**src/rtl/reorder_buffer_if.sv**
```systemverilog
// reorder_buffer_if: decoder/CDB/commit signals of the reorder buffer.
// commit_count exists only when ROB_COMMIT_COUNT_EN is defined.
interface reorder_buffer_if #(parameter int W = 4);
    logic        rdy;
    logic        alloc_valid;
    logic [4:0]  alloc_rd;
    logic        alloc_is_branch;
    logic        alloc_is_store;
    logic [W-1:0] rob_need;
    logic        rob_full;
    logic        cdb_valid;
    logic [W-1:0] cdb_rob_id;
    logic [31:0] cdb_val;
    logic        cdb_mispredict;
    logic [31:0] cdb_target;
    logic [W-1:0] q1_id, q2_id;
    logic        q1_ready, q2_ready;
    logic [31:0] q1_val, q2_val;
    logic        commit_config;
    logic [4:0]  rs_to_write_id;
    logic [31:0] rs_to_write_val;
    logic [W-1:0] commit_rob_id;
    logic        store_commit;
    logic        rollback_config;
    logic [31:0] rollback_pc;
`ifdef ROB_COMMIT_COUNT_EN
    logic [31:0] commit_count;
`endif

    modport master (
`ifdef ROB_COMMIT_COUNT_EN
        input  commit_count,
`endif
        output rdy, alloc_valid, alloc_rd, alloc_is_branch, alloc_is_store,
        output cdb_valid, cdb_rob_id, cdb_val, cdb_mispredict, cdb_target,
        output q1_id, q2_id,
        input  rob_need, rob_full, q1_ready, q2_ready, q1_val, q2_val,
        input  commit_config, rs_to_write_id, rs_to_write_val, commit_rob_id,
        input  store_commit, rollback_config, rollback_pc
    );

    modport slave (
`ifdef ROB_COMMIT_COUNT_EN
        output commit_count,
`endif
        input  rdy, alloc_valid, alloc_rd, alloc_is_branch, alloc_is_store,
        input  cdb_valid, cdb_rob_id, cdb_val, cdb_mispredict, cdb_target,
        input  q1_id, q2_id,
        output rob_need, rob_full, q1_ready, q2_ready, q1_val, q2_val,
        output commit_config, rs_to_write_id, rs_to_write_val, commit_rob_id,
        output store_commit, rollback_config, rollback_pc
    );
endinterface

```
**src/rtl/reorder_buffer.sv**
```systemverilog
// reorder_buffer: in-order retirement queue with CDB capture, operand bypass and mispredict rollback.
// Optional retired-entry counter enabled by ROB_COMMIT_COUNT_EN.
module reorder_buffer #(parameter int ROB_DEPTH_LOG = 4) (
    input logic clk,
    input logic rst,
    reorder_buffer_if.slave rob
);
    localparam int N = 1 << ROB_DEPTH_LOG;
    localparam int CW = ROB_DEPTH_LOG + 1;

    logic [N-1:0]          r_busy, r_ready, r_is_br, r_is_st, r_mis;
    logic [4:0]            r_rd  [N];
    logic [31:0]           r_val [N];
    logic [31:0]           r_tgt [N];
    logic [ROB_DEPTH_LOG-1:0] r_head, r_tail, r_commit_rob_id;
    logic [CW-1:0]         r_count;
    logic                  r_commit_config, r_store_commit, r_rollback_config;
    logic [4:0]            r_rs_id;
    logic [31:0]           r_rs_val, r_rollback_pc;
    logic                  w_commit, w_flush, w_full, w_alloc, w_wb;
    logic                  w_q1_byp, w_q2_byp;

    assign w_commit = (r_count != '0) && r_busy[r_head] && r_ready[r_head];
    assign w_flush  = w_commit && r_mis[r_head] && r_is_br[r_head];
    // a retiring head frees its slot this cycle, so the queue is no longer full
    assign w_full   = (r_count == CW'(N)) && !w_commit;
    assign w_alloc  = rob.alloc_valid && !w_full && !w_flush;
    assign w_wb     = rob.cdb_valid && r_busy[rob.cdb_rob_id] && !w_flush;

    always_ff @(posedge clk or negedge rst) begin
        if (!rst) begin
            r_busy            <= '0;
            r_ready           <= '0;
            r_is_br           <= '0;
            r_is_st           <= '0;
            r_mis             <= '0;
            for (int i = 0; i < N; i++) begin
                r_rd[i]  <= '0;
                r_val[i] <= '0;
                r_tgt[i] <= '0;
            end
            r_head            <= '0;
            r_tail            <= '0;
            r_count           <= '0;
            r_commit_config   <= 1'b0;
            r_store_commit    <= 1'b0;
            r_rollback_config <= 1'b0;
            r_rs_id           <= '0;
            r_rs_val          <= '0;
            r_commit_rob_id   <= '0;
            r_rollback_pc     <= '0;
        end else if (rob.rdy) begin
            r_commit_config   <= 1'b0;
            r_store_commit    <= 1'b0;
            r_rollback_config <= 1'b0;
            if (w_commit) begin
                r_commit_config <= (r_rd[r_head] != 5'd0) && !r_is_st[r_head];
                r_store_commit  <= r_is_st[r_head];
                r_rs_id         <= r_rd[r_head];
                r_rs_val        <= r_val[r_head];
                r_commit_rob_id <= r_head;
                r_busy[r_head]  <= 1'b0;
            end
            if (w_flush) begin
                r_rollback_config <= 1'b1;
                r_rollback_pc     <= r_tgt[r_head];
                r_busy            <= '0;
                r_ready           <= '0;
                r_head            <= '0;
                r_tail            <= '0;
                r_count           <= '0;
            end else begin
                if (w_commit)
                    r_head <= r_head + 1'b1;
                if (w_wb) begin
                    r_ready[rob.cdb_rob_id] <= 1'b1;
                    r_val[rob.cdb_rob_id]   <= rob.cdb_val;
                    r_mis[rob.cdb_rob_id]   <= rob.cdb_mispredict;
                    r_tgt[rob.cdb_rob_id]   <= rob.cdb_target;
                end
                // allocation is written last so it wins when tail aliases the retiring head
                if (w_alloc) begin
                    r_busy[r_tail]  <= 1'b1;
                    r_ready[r_tail] <= 1'b0;
                    r_mis[r_tail]   <= 1'b0;
                    r_is_br[r_tail] <= rob.alloc_is_branch;
                    r_is_st[r_tail] <= rob.alloc_is_store;
                    r_rd[r_tail]    <= rob.alloc_rd;
                    r_tail          <= r_tail + 1'b1;
                end
                r_count <= r_count + CW'(w_alloc) - CW'(w_commit);
            end
        end
    end

`ifdef ROB_COMMIT_COUNT_EN
    logic [31:0] r_commit_count;
    always_ff @(posedge clk or negedge rst) begin
        if (!rst)
            r_commit_count <= '0;
        else if (rob.rdy && w_commit)
            r_commit_count <= r_commit_count + 32'd1;
    end
    assign rob.commit_count = r_commit_count;
`endif

    assign w_q1_byp = rob.cdb_valid && (rob.cdb_rob_id == rob.q1_id);
    assign w_q2_byp = rob.cdb_valid && (rob.cdb_rob_id == rob.q2_id);

    assign rob.q1_ready        = w_q1_byp ? 1'b1 : r_ready[rob.q1_id];
    assign rob.q1_val          = w_q1_byp ? rob.cdb_val : r_val[rob.q1_id];
    assign rob.q2_ready        = w_q2_byp ? 1'b1 : r_ready[rob.q2_id];
    assign rob.q2_val          = w_q2_byp ? rob.cdb_val : r_val[rob.q2_id];
    assign rob.rob_need        = r_tail;
    assign rob.rob_full        = w_full;
    assign rob.commit_config   = r_commit_config;
    assign rob.rs_to_write_id  = r_rs_id;
    assign rob.rs_to_write_val = r_rs_val;
    assign rob.commit_rob_id   = r_commit_rob_id;
    assign rob.store_commit    = r_store_commit;
    assign rob.rollback_config = r_rollback_config;
    assign rob.rollback_pc     = r_rollback_pc;
endmodule

```
**src/flat_wrapper.sv**
```systemverilog
// flat-port wrapper written by rule: the top's interface ports become plain ports
module reorder_buffer_flat 
#(parameter int ROB_DEPTH_LOG = 4)
  (clk, rst, rob_rdy, rob_alloc_valid, rob_alloc_rd, rob_alloc_is_branch, rob_alloc_is_store, rob_cdb_valid, rob_cdb_rob_id, rob_cdb_val, rob_cdb_mispredict, rob_cdb_target, rob_q1_id, rob_q2_id, rob_rob_need, rob_rob_full, rob_q1_ready, rob_q2_ready, rob_q1_val, rob_q2_val, rob_commit_config, rob_rs_to_write_id, rob_rs_to_write_val, rob_commit_rob_id, rob_store_commit, rob_rollback_config, rob_rollback_pc);
  reorder_buffer_if rob_i ();
  input logic clk;
  input logic rst;
  input wire logic [$bits(rob_i.rdy)-1:0] rob_rdy;
  input wire logic [$bits(rob_i.alloc_valid)-1:0] rob_alloc_valid;
  input wire logic [$bits(rob_i.alloc_rd)-1:0] rob_alloc_rd;
  input wire logic [$bits(rob_i.alloc_is_branch)-1:0] rob_alloc_is_branch;
  input wire logic [$bits(rob_i.alloc_is_store)-1:0] rob_alloc_is_store;
  input wire logic [$bits(rob_i.cdb_valid)-1:0] rob_cdb_valid;
  input wire logic [$bits(rob_i.cdb_rob_id)-1:0] rob_cdb_rob_id;
  input wire logic [$bits(rob_i.cdb_val)-1:0] rob_cdb_val;
  input wire logic [$bits(rob_i.cdb_mispredict)-1:0] rob_cdb_mispredict;
  input wire logic [$bits(rob_i.cdb_target)-1:0] rob_cdb_target;
  input wire logic [$bits(rob_i.q1_id)-1:0] rob_q1_id;
  input wire logic [$bits(rob_i.q2_id)-1:0] rob_q2_id;
  output wire logic [$bits(rob_i.rob_need)-1:0] rob_rob_need;
  output wire logic [$bits(rob_i.rob_full)-1:0] rob_rob_full;
  output wire logic [$bits(rob_i.q1_ready)-1:0] rob_q1_ready;
  output wire logic [$bits(rob_i.q2_ready)-1:0] rob_q2_ready;
  output wire logic [$bits(rob_i.q1_val)-1:0] rob_q1_val;
  output wire logic [$bits(rob_i.q2_val)-1:0] rob_q2_val;
  output wire logic [$bits(rob_i.commit_config)-1:0] rob_commit_config;
  output wire logic [$bits(rob_i.rs_to_write_id)-1:0] rob_rs_to_write_id;
  output wire logic [$bits(rob_i.rs_to_write_val)-1:0] rob_rs_to_write_val;
  output wire logic [$bits(rob_i.commit_rob_id)-1:0] rob_commit_rob_id;
  output wire logic [$bits(rob_i.store_commit)-1:0] rob_store_commit;
  output wire logic [$bits(rob_i.rollback_config)-1:0] rob_rollback_config;
  output wire logic [$bits(rob_i.rollback_pc)-1:0] rob_rollback_pc;
  assign rob_i.rdy = rob_rdy;
  assign rob_i.alloc_valid = rob_alloc_valid;
  assign rob_i.alloc_rd = rob_alloc_rd;
  assign rob_i.alloc_is_branch = rob_alloc_is_branch;
  assign rob_i.alloc_is_store = rob_alloc_is_store;
  assign rob_i.cdb_valid = rob_cdb_valid;
  assign rob_i.cdb_rob_id = rob_cdb_rob_id;
  assign rob_i.cdb_val = rob_cdb_val;
  assign rob_i.cdb_mispredict = rob_cdb_mispredict;
  assign rob_i.cdb_target = rob_cdb_target;
  assign rob_i.q1_id = rob_q1_id;
  assign rob_i.q2_id = rob_q2_id;
  assign rob_rob_need = rob_i.rob_need;
  assign rob_rob_full = rob_i.rob_full;
  assign rob_q1_ready = rob_i.q1_ready;
  assign rob_q2_ready = rob_i.q2_ready;
  assign rob_q1_val = rob_i.q1_val;
  assign rob_q2_val = rob_i.q2_val;
  assign rob_commit_config = rob_i.commit_config;
  assign rob_rs_to_write_id = rob_i.rs_to_write_id;
  assign rob_rs_to_write_val = rob_i.rs_to_write_val;
  assign rob_commit_rob_id = rob_i.commit_rob_id;
  assign rob_store_commit = rob_i.store_commit;
  assign rob_rollback_config = rob_i.rollback_config;
  assign rob_rollback_pc = rob_i.rollback_pc;
  reorder_buffer #(.ROB_DEPTH_LOG(ROB_DEPTH_LOG)) u_core (.clk(clk), .rst(rst), .rob(rob_i));
endmodule
```
**config.mk**
```make
export PLATFORM = sky130hd
export DESIGN_NAME = reorder_buffer_flat
export DESIGN_NICKNAME = d
export VERILOG_FILES = /design/src/rtl/reorder_buffer_if.sv /design/src/rtl/reorder_buffer.sv /design/src/flat_wrapper.sv
export SDC_FILE = /design/constraint.sdc
export NUM_CORES = 2
export LEC_CHECK = 0
export BUFFER_PORTS_ARGS = -buffer_cell sky130_fd_sc_hd__clkbuf_2
export CAP_MARGIN = 20
export CORE_MARGIN = 1
export CORE_UTILIZATION = 30
export CTS_CLUSTER_DIAMETER = 100
export DETAILED_ROUTE_END_ITERATION = 10
export PLACE_DENSITY = 0.48
export SETUP_SLACK_MARGIN = 0.5
export SKIP_CTS_REPAIR_TIMING = 1
export SLEW_MARGIN = 20
export SYNTH_ARGS = -nofsm -noshare
export SYNTH_HDL_FRONTEND = slang
export SYNTH_SLANG_ARGS = --single-unit
```
**constraint.sdc**
```tcl
create_clock -name clk -period 10.9 [get_ports clk]
set_clock_uncertainty 0.15 [all_clocks]
set_input_delay 2.18 -clock clk [delete_from_list [all_inputs] [get_ports clk]]
set_output_delay 2.18 -clock clk [all_outputs]
set_load 0.1 [all_outputs]
```
# Yosys cells after proc, flatten, opt, wreduce, memory -nomap -nowiden
# Index checks and enable logic that the tools add are counted.
# Widths: inputs -> output; s select.
# op_classes
add_sub_neg	4
magnitude_cmp	15
eq_ne	3
n_mux	72
bitwise_logic	13
reduce_logical	32
# ops
operator	count
$bwmux 512	2
$bmux 32 s4	4
$mux 32	11
$mux 16	13
$demux 32 s4	1
$bwmux 80	1
$and 16x16->16	3
$bwmux 16	3
$bmux 1 s4	8
$not 16->16	2
$or 16x16->16	2
$ge 5x5->1 const B	5
$lt 4x5->1 const B	5
$not 4->5	5
$bmux 5 s4	1
$demux 5 s4	1
$mux 5	4
$logic_and 1x1->1	17
$mux 1	16
$mux 4	4
$demux 1 s4	3
$ge 4x1->1 const B	3
$lt 5x1->1 const B	2
$reduce_and 2->1	5
other kinds (10)	18
# totals
regBits	1273
in_bits	89
out_inout_bits	147
word_cells	202

# Longest topological paths before layout
# logic_depth
depth_word	14
ltp_mapped	22
mapped_depth_nobuf	19

# Worst setup path after synthesis
# No wires, ideal clock.
# synth_path
path_type	input port to output port
from	in rob_q2_id[0]
to	out rob_q2_val[10]
arrival_ps	4877
required_time_ps	8570
setup_slack_ps	3693
cell_stages	7
n_path_buf	4
path_cell_list	clkbuf_1 clkbuf_1 buf_1 xor2_1 nor4_1 buf_2 mux2_2
# synth_via
elab_chain_len	5
word_cells_on_any_way	7
classes_between	1 x eq/ne; 4 x mux; 1 x bitwise; 1 x reduce/logical
# synth_lines
element	line	text
from (decl)	flat_wrapper.sv:19	input wire logic [$bits(rob_i.q2_id)-1:0] rob_q2_id;
$not 4->5 (implied by the code)	reorder_buffer.sv:113	assign rob.q2_val = w_q2_byp ? rob.cdb_val : r_val[rob.q2_id];
$bmux 32 s4	reorder_buffer.sv:113	
$mux 32 (implied by the code) (2 in series)	reorder_buffer.sv:113	
$mux 32 (*)	reorder_buffer.sv:113	
to (decl)	flat_wrapper.sv:25	output wire logic [$bits(rob_i.q2_val)-1:0] rob_q2_val;
# Mark *: on every way between the ends. The rest lies on a longest branch, timed or not. The select of a mux whose other input is x is not followed.

# Worst setup path after layout
# layout_path
from	reg u_core.r_head[0]
to	out rob_rob_full
# layout_via
elab_chain_len	6
word_cells_on_any_way	8
classes_between	4 x mux; 4 x reduce/logical
# layout_lines
element	line	text
from (decl)	reorder_buffer.sv:15	logic [ROB_DEPTH_LOG-1:0] r_head, r_tail, r_commit_rob_id;
from (signal assigned)	reorder_buffer.sv:74	r_head <= r_head + 1'b1;
$bmux 1 s4	reorder_buffer.sv:23	assign w_commit = (r_count != '0) && r_busy[r_head] && r_ready[r_head];
$mux 1 (implied by the code)	reorder_buffer.sv:23	
$logic_and 1x1->1	reorder_buffer.sv:23	
$logic_and 1x1->1 (*)	reorder_buffer.sv:23	
$logic_not 1->1 (*)	reorder_buffer.sv:26	assign w_full = (r_count == CW'(N)) && !w_commit;
$logic_and 1x1->1 (*)	reorder_buffer.sv:26	
to (decl)	flat_wrapper.sv:21	output wire logic [$bits(rob_i.rob_full)-1:0] rob_rob_full;
# Marked as above.

==> results by group <==
Setup path
  – Sort of element at the end of the critical path: output port
  – Startpoint of the worst register-to-register path: u_core.r_head[0]
  – CP Data Arrival Time: around 5.5 ns
  – Cells on worst reg2reg path: 10
  – End of the worst register-to-register path: u_core.r_val[448]
  – Category of the critical setup timing path: flop to output port
  – Biggest fanout along the worst timing path: approximately 40
  – Worst setup path start: u_core.r_head[0]
  – Launching element type of the critical path: flop
  – Required time reported for the critical path endpoint: around 8.6 ns
  – Capture point of the critical path: rob_rob_full
  – Worst setup slack for register-to-register paths: around 4.5 ns

Synthesis
  – Synth cell types: 68
  – Async set-reset flop share out of synthesis: 1.00
  – Average footprint of a synthesized cell: around 17 um2
  – Post-synthesis register bit count: between 1,000 and 1,500
  – Cells after Synth: 3,991
  – Most repeated cell in the gate-level netlist after synthesis: sky130_fd_sc_hd__dfrtp_1
  – Number of warnings reported in the yosys synthesis log: 0
  – Post-synth top area cell: sky130_fd_sc_hd__dfrtp_1
  – Yosys top cell area share: 0.482
  – Sequential cell area fraction in the yosys report: 0.482
  – Number of nets in the synthesized netlist: around 4,100
  – Commonest cells post-synth: sky130_fd_sc_hd__dfrtp_1, sky130_fd_sc_hd__mux2_2, sky130_fd_sc_hd__mux4_2
  – Prevailing post-synth register cell: sky130_fd_sc_hd__dfrtp_1
  – Number of enable flip-flop cells after synthesis: 0
  – Synthesized area: about 66,000 um2
  – Top area cells in the synthesized netlist: sky130_fd_sc_hd__dfrtp_1, sky130_fd_sc_hd__mux4_2, sky130_fd_sc_hd__mux2_2

Route
  – Highest routed layer: met5
  – Vias: about 39,000
  – Via-per-instance ratio: between 5 and 6
  – Routed wire length: about 210,000 um
  – Count of antenna-violating nets left after detailed routing: 0
  – Met2 wire len: between 90,000 and 100,000 um
  – DR DRC count: 0
  – Drt first pass iters: 5
  – Detailed router's first-iteration violation count: ~3,000
  – Amount of wire on met3 after detailed routing: between 10,000 and 15,000 um
  – Detail-routed net length per standard cell: around 29 um
  – Length of routed wiring on met1: just over 90,000 um

Clock tree
  – Clock transition time at the flip-flop clock pins of the worst setup and hold paths: 0.06 ns
  – Clock Path Buffers: 3
  – Root Buffer: sky130_fd_sc_hd__clkbuf_16
  – Inserted Clock Buffers: 152
  – Number of H-tree branching levels: 4
  – Worst skew pair latency: about 0.81 ns
  – CTS tree: done
  – Number of sinks on the clock net: about 1,300

Pwr
  – Portion of total power attributed to sequential cells: 0.384
  – Cell leakage power: roughly 33 nW
  – VDD IR max: around 0.15 mV
  – Fraction of power spent switching nets: 0.346
  – Switching component of the power: between 5 and 6 mW
  – Power per cell area: around 230 nW/um2
  – Post-layout power: between 15 and 20 mW
  – Share of total power in the clock network: 0.300
  – Internal cell power: around 11 mW
  – Comb power frac: 0.316

Cells and area
  – Area overhead of the layout relative to synthesis: 13.7%
  – NumNets Final: around 4,200
  – Fraction of final layout cells sized beyond drive strength 1: 0.588

Global route
  – Initial antenna violation count: 28
  – Maximum number of pins on one net before global-route repair: 167
  – Gr usage total: 0.186
  – Vias in the first global route: between 40,000 and 50,000
  – First-pass GRT wire length: ~300,000 um
  – Global route overflow: 0

STA
  – Shortest period the worst path allows: approximately 7.8 ns
  – Setup-failing EPs final: 0
  – Hold violation count in the final report: 0
  – Setup repair after global routing missed its margin: false
  – Slew Limit Headroom: 0.237
  – Final TNS setup: 0 ns
  – Maximum clock frequency: 128 MHz
  – Crit share post-route: 0.716
  – Total count of max-transition violations in the final report: 0
  – Transition time of the tightest slew-check pin: ~1.1 ns

Placed design
  – GP Congestion: approximately 0.75
  – Placed wire-length estimate after detailed placement: between 100,000 and 150,000 um
  – PortBufs: 235

Min path
  – Type of the worst min-delay path: flop to flop
  – Hold path startpoint: u_core.r_tgt[346]

Die
  – Top-Level Pins: about 240
  – Chip Width: approximately 470 um
  – Core area: 220,000 um2
  – Floorplan die area: approximately 220,000 um2
  – Number of standard-cell rows in the floorplan: between 150 and 200
  – Y dimension of the die: roughly 470 um
  – Initial standard-cell utilization of the core: 0.301

Status
  – Status: complete, no violations

Run
  – Total of max-cap violations: 0
-- worst min-delay path by stage --
stage                                     to  depth (start not counted)  slack [ns]
finish                     u_core.r_tgt[346]                          1        0.33
global route               u_core.r_tgt[201]                          1        0.34
CTS                        u_core.r_tgt[288]                          1        0.34
detailed placement  u_core.rob.commit_config                          1        0.32
global placement           u_core.r_tgt[294]                          1        0.31
floorplan                  u_core.r_tgt[288]                          1        0.30
-- logic make-up after synthesis --
kind of cell,after synthesis,synth area share
fa+ha+maj,15,0.00295
simple gates,176,0.0163
compound gates,120,0.0120
buf+inv,411,0.0299
xor+xnor,13,0.00172
flops,1273,0.482
mux,1983,0.456
-- worst max-delay path: stages (launching register included) --
cell	delay, ns
sky130_fd_sc_hd__dfrtp_4	0.99
sky130_fd_sc_hd__buf_4	0.83
sky130_fd_sc_hd__mux4_2	0.60
sky130_fd_sc_hd__a22o_1	0.24
sky130_fd_sc_hd__nor2_1	0.14
sky130_fd_sc_hd__or2_1	0.45
sky130_fd_sc_hd__clkinv_4	0.51
sky130_fd_sc_hd__nor2_1	0.34
sky130_fd_sc_hd__clkbuf_2	0.54
-- metrics by stage --
step / worst slack, ns / cell area [um2] / utilization / cells / hold slack (ns)
final: 3.10 / 75200 / 0.343 / 7083 / 0.333
after global routing: 2.73 / 75200 / 0.343 / 7082 / 0.345
after CTS: 2.91 / 75200 / 0.342 / 7078 / 0.336
after detailed placement: 3.26 / 70100 / 0.319 / 6801 / 0.319
after global placement: 3.28 / 70100 / 0.319 / 6800 / 0.314
after floorplan: 3.69 / 66200 / - / 3991 / 0.302
-- area by class of cell --
class	count	area (um2)
diodes	5	12.5
fillers	21100	144000
multi-input cells	2307	32500
clock inverters	50	612
flip-flops and latches	1273	31900
inverters	20	80.1
clock buffers	227	4440
well taps	2871	3590
repair buffers	330	2070
-- layer usage --
metal | up-vias | track usage
li1 | 15900 | -
met1 | 21500 | 0.262
met2 | 952 | 0.294
met3 | 303 | 0.0366
met4 | 26 | 0.0479
met5 | - | 0
-- placed cells by master, fill, tap and decap left out, types with 17 or more instances in the layout --
master | netlist | routed
sky130_fd_sc_hd__clkbuf_2 | 0 | 226
sky130_fd_sc_hd__nor2_1 | 18 | 18
sky130_fd_sc_hd__mux2_2 | 1168 | 1168
sky130_fd_sc_hd__a31oi_1 | 17 | 17
sky130_fd_sc_hd__clkinv_2 | 0 | 23
sky130_fd_sc_hd__nand3_1 | 33 | 33
sky130_fd_sc_hd__mux4_2 | 691 | 691
sky130_fd_sc_hd__mux2_1 | 104 | 104
sky130_fd_sc_hd__buf_4 | 63 | 90
sky130_fd_sc_hd__clkbuf_16 | 0 | 153
sky130_fd_sc_hd__clkbuf_1 | 184 | 41
sky130_fd_sc_hd__clkbuf_8 | 0 | 33
sky130_fd_sc_hd__nand2_1 | 59 | 58
sky130_fd_sc_hd__mux2i_1 | 17 | 17
sky130_fd_sc_hd__dfrtp_1 | 1273 | 1269
sky130_fd_sc_hd__o21ai_0 | 31 | 31
-- power by group through the flow --
stage          clock, mW  sequential [mW]  combinational (mW)
6_report            5.17             6.62                5.46
3_5_place_dp           0             6.69                5.53
4_1_cts             5.34             6.61                5.54
3_3_place_gp           0             6.66                5.48
2_1_floorplan          0             6.85                3.83
5_1_grt             5.52             6.78                5.80
-- flip-flops by register name, indices dropped and copies added, names as in the netlist, 32 cells and up --
signal	flops
u_core.r_tgt	512
u_core.rob.rollback_pc	32
u_core.r_rd	80
u_core.rob.rs_to_write_val	32
u_core.r_val	512
Note: power is estimated with default switching activity, not from simulation.
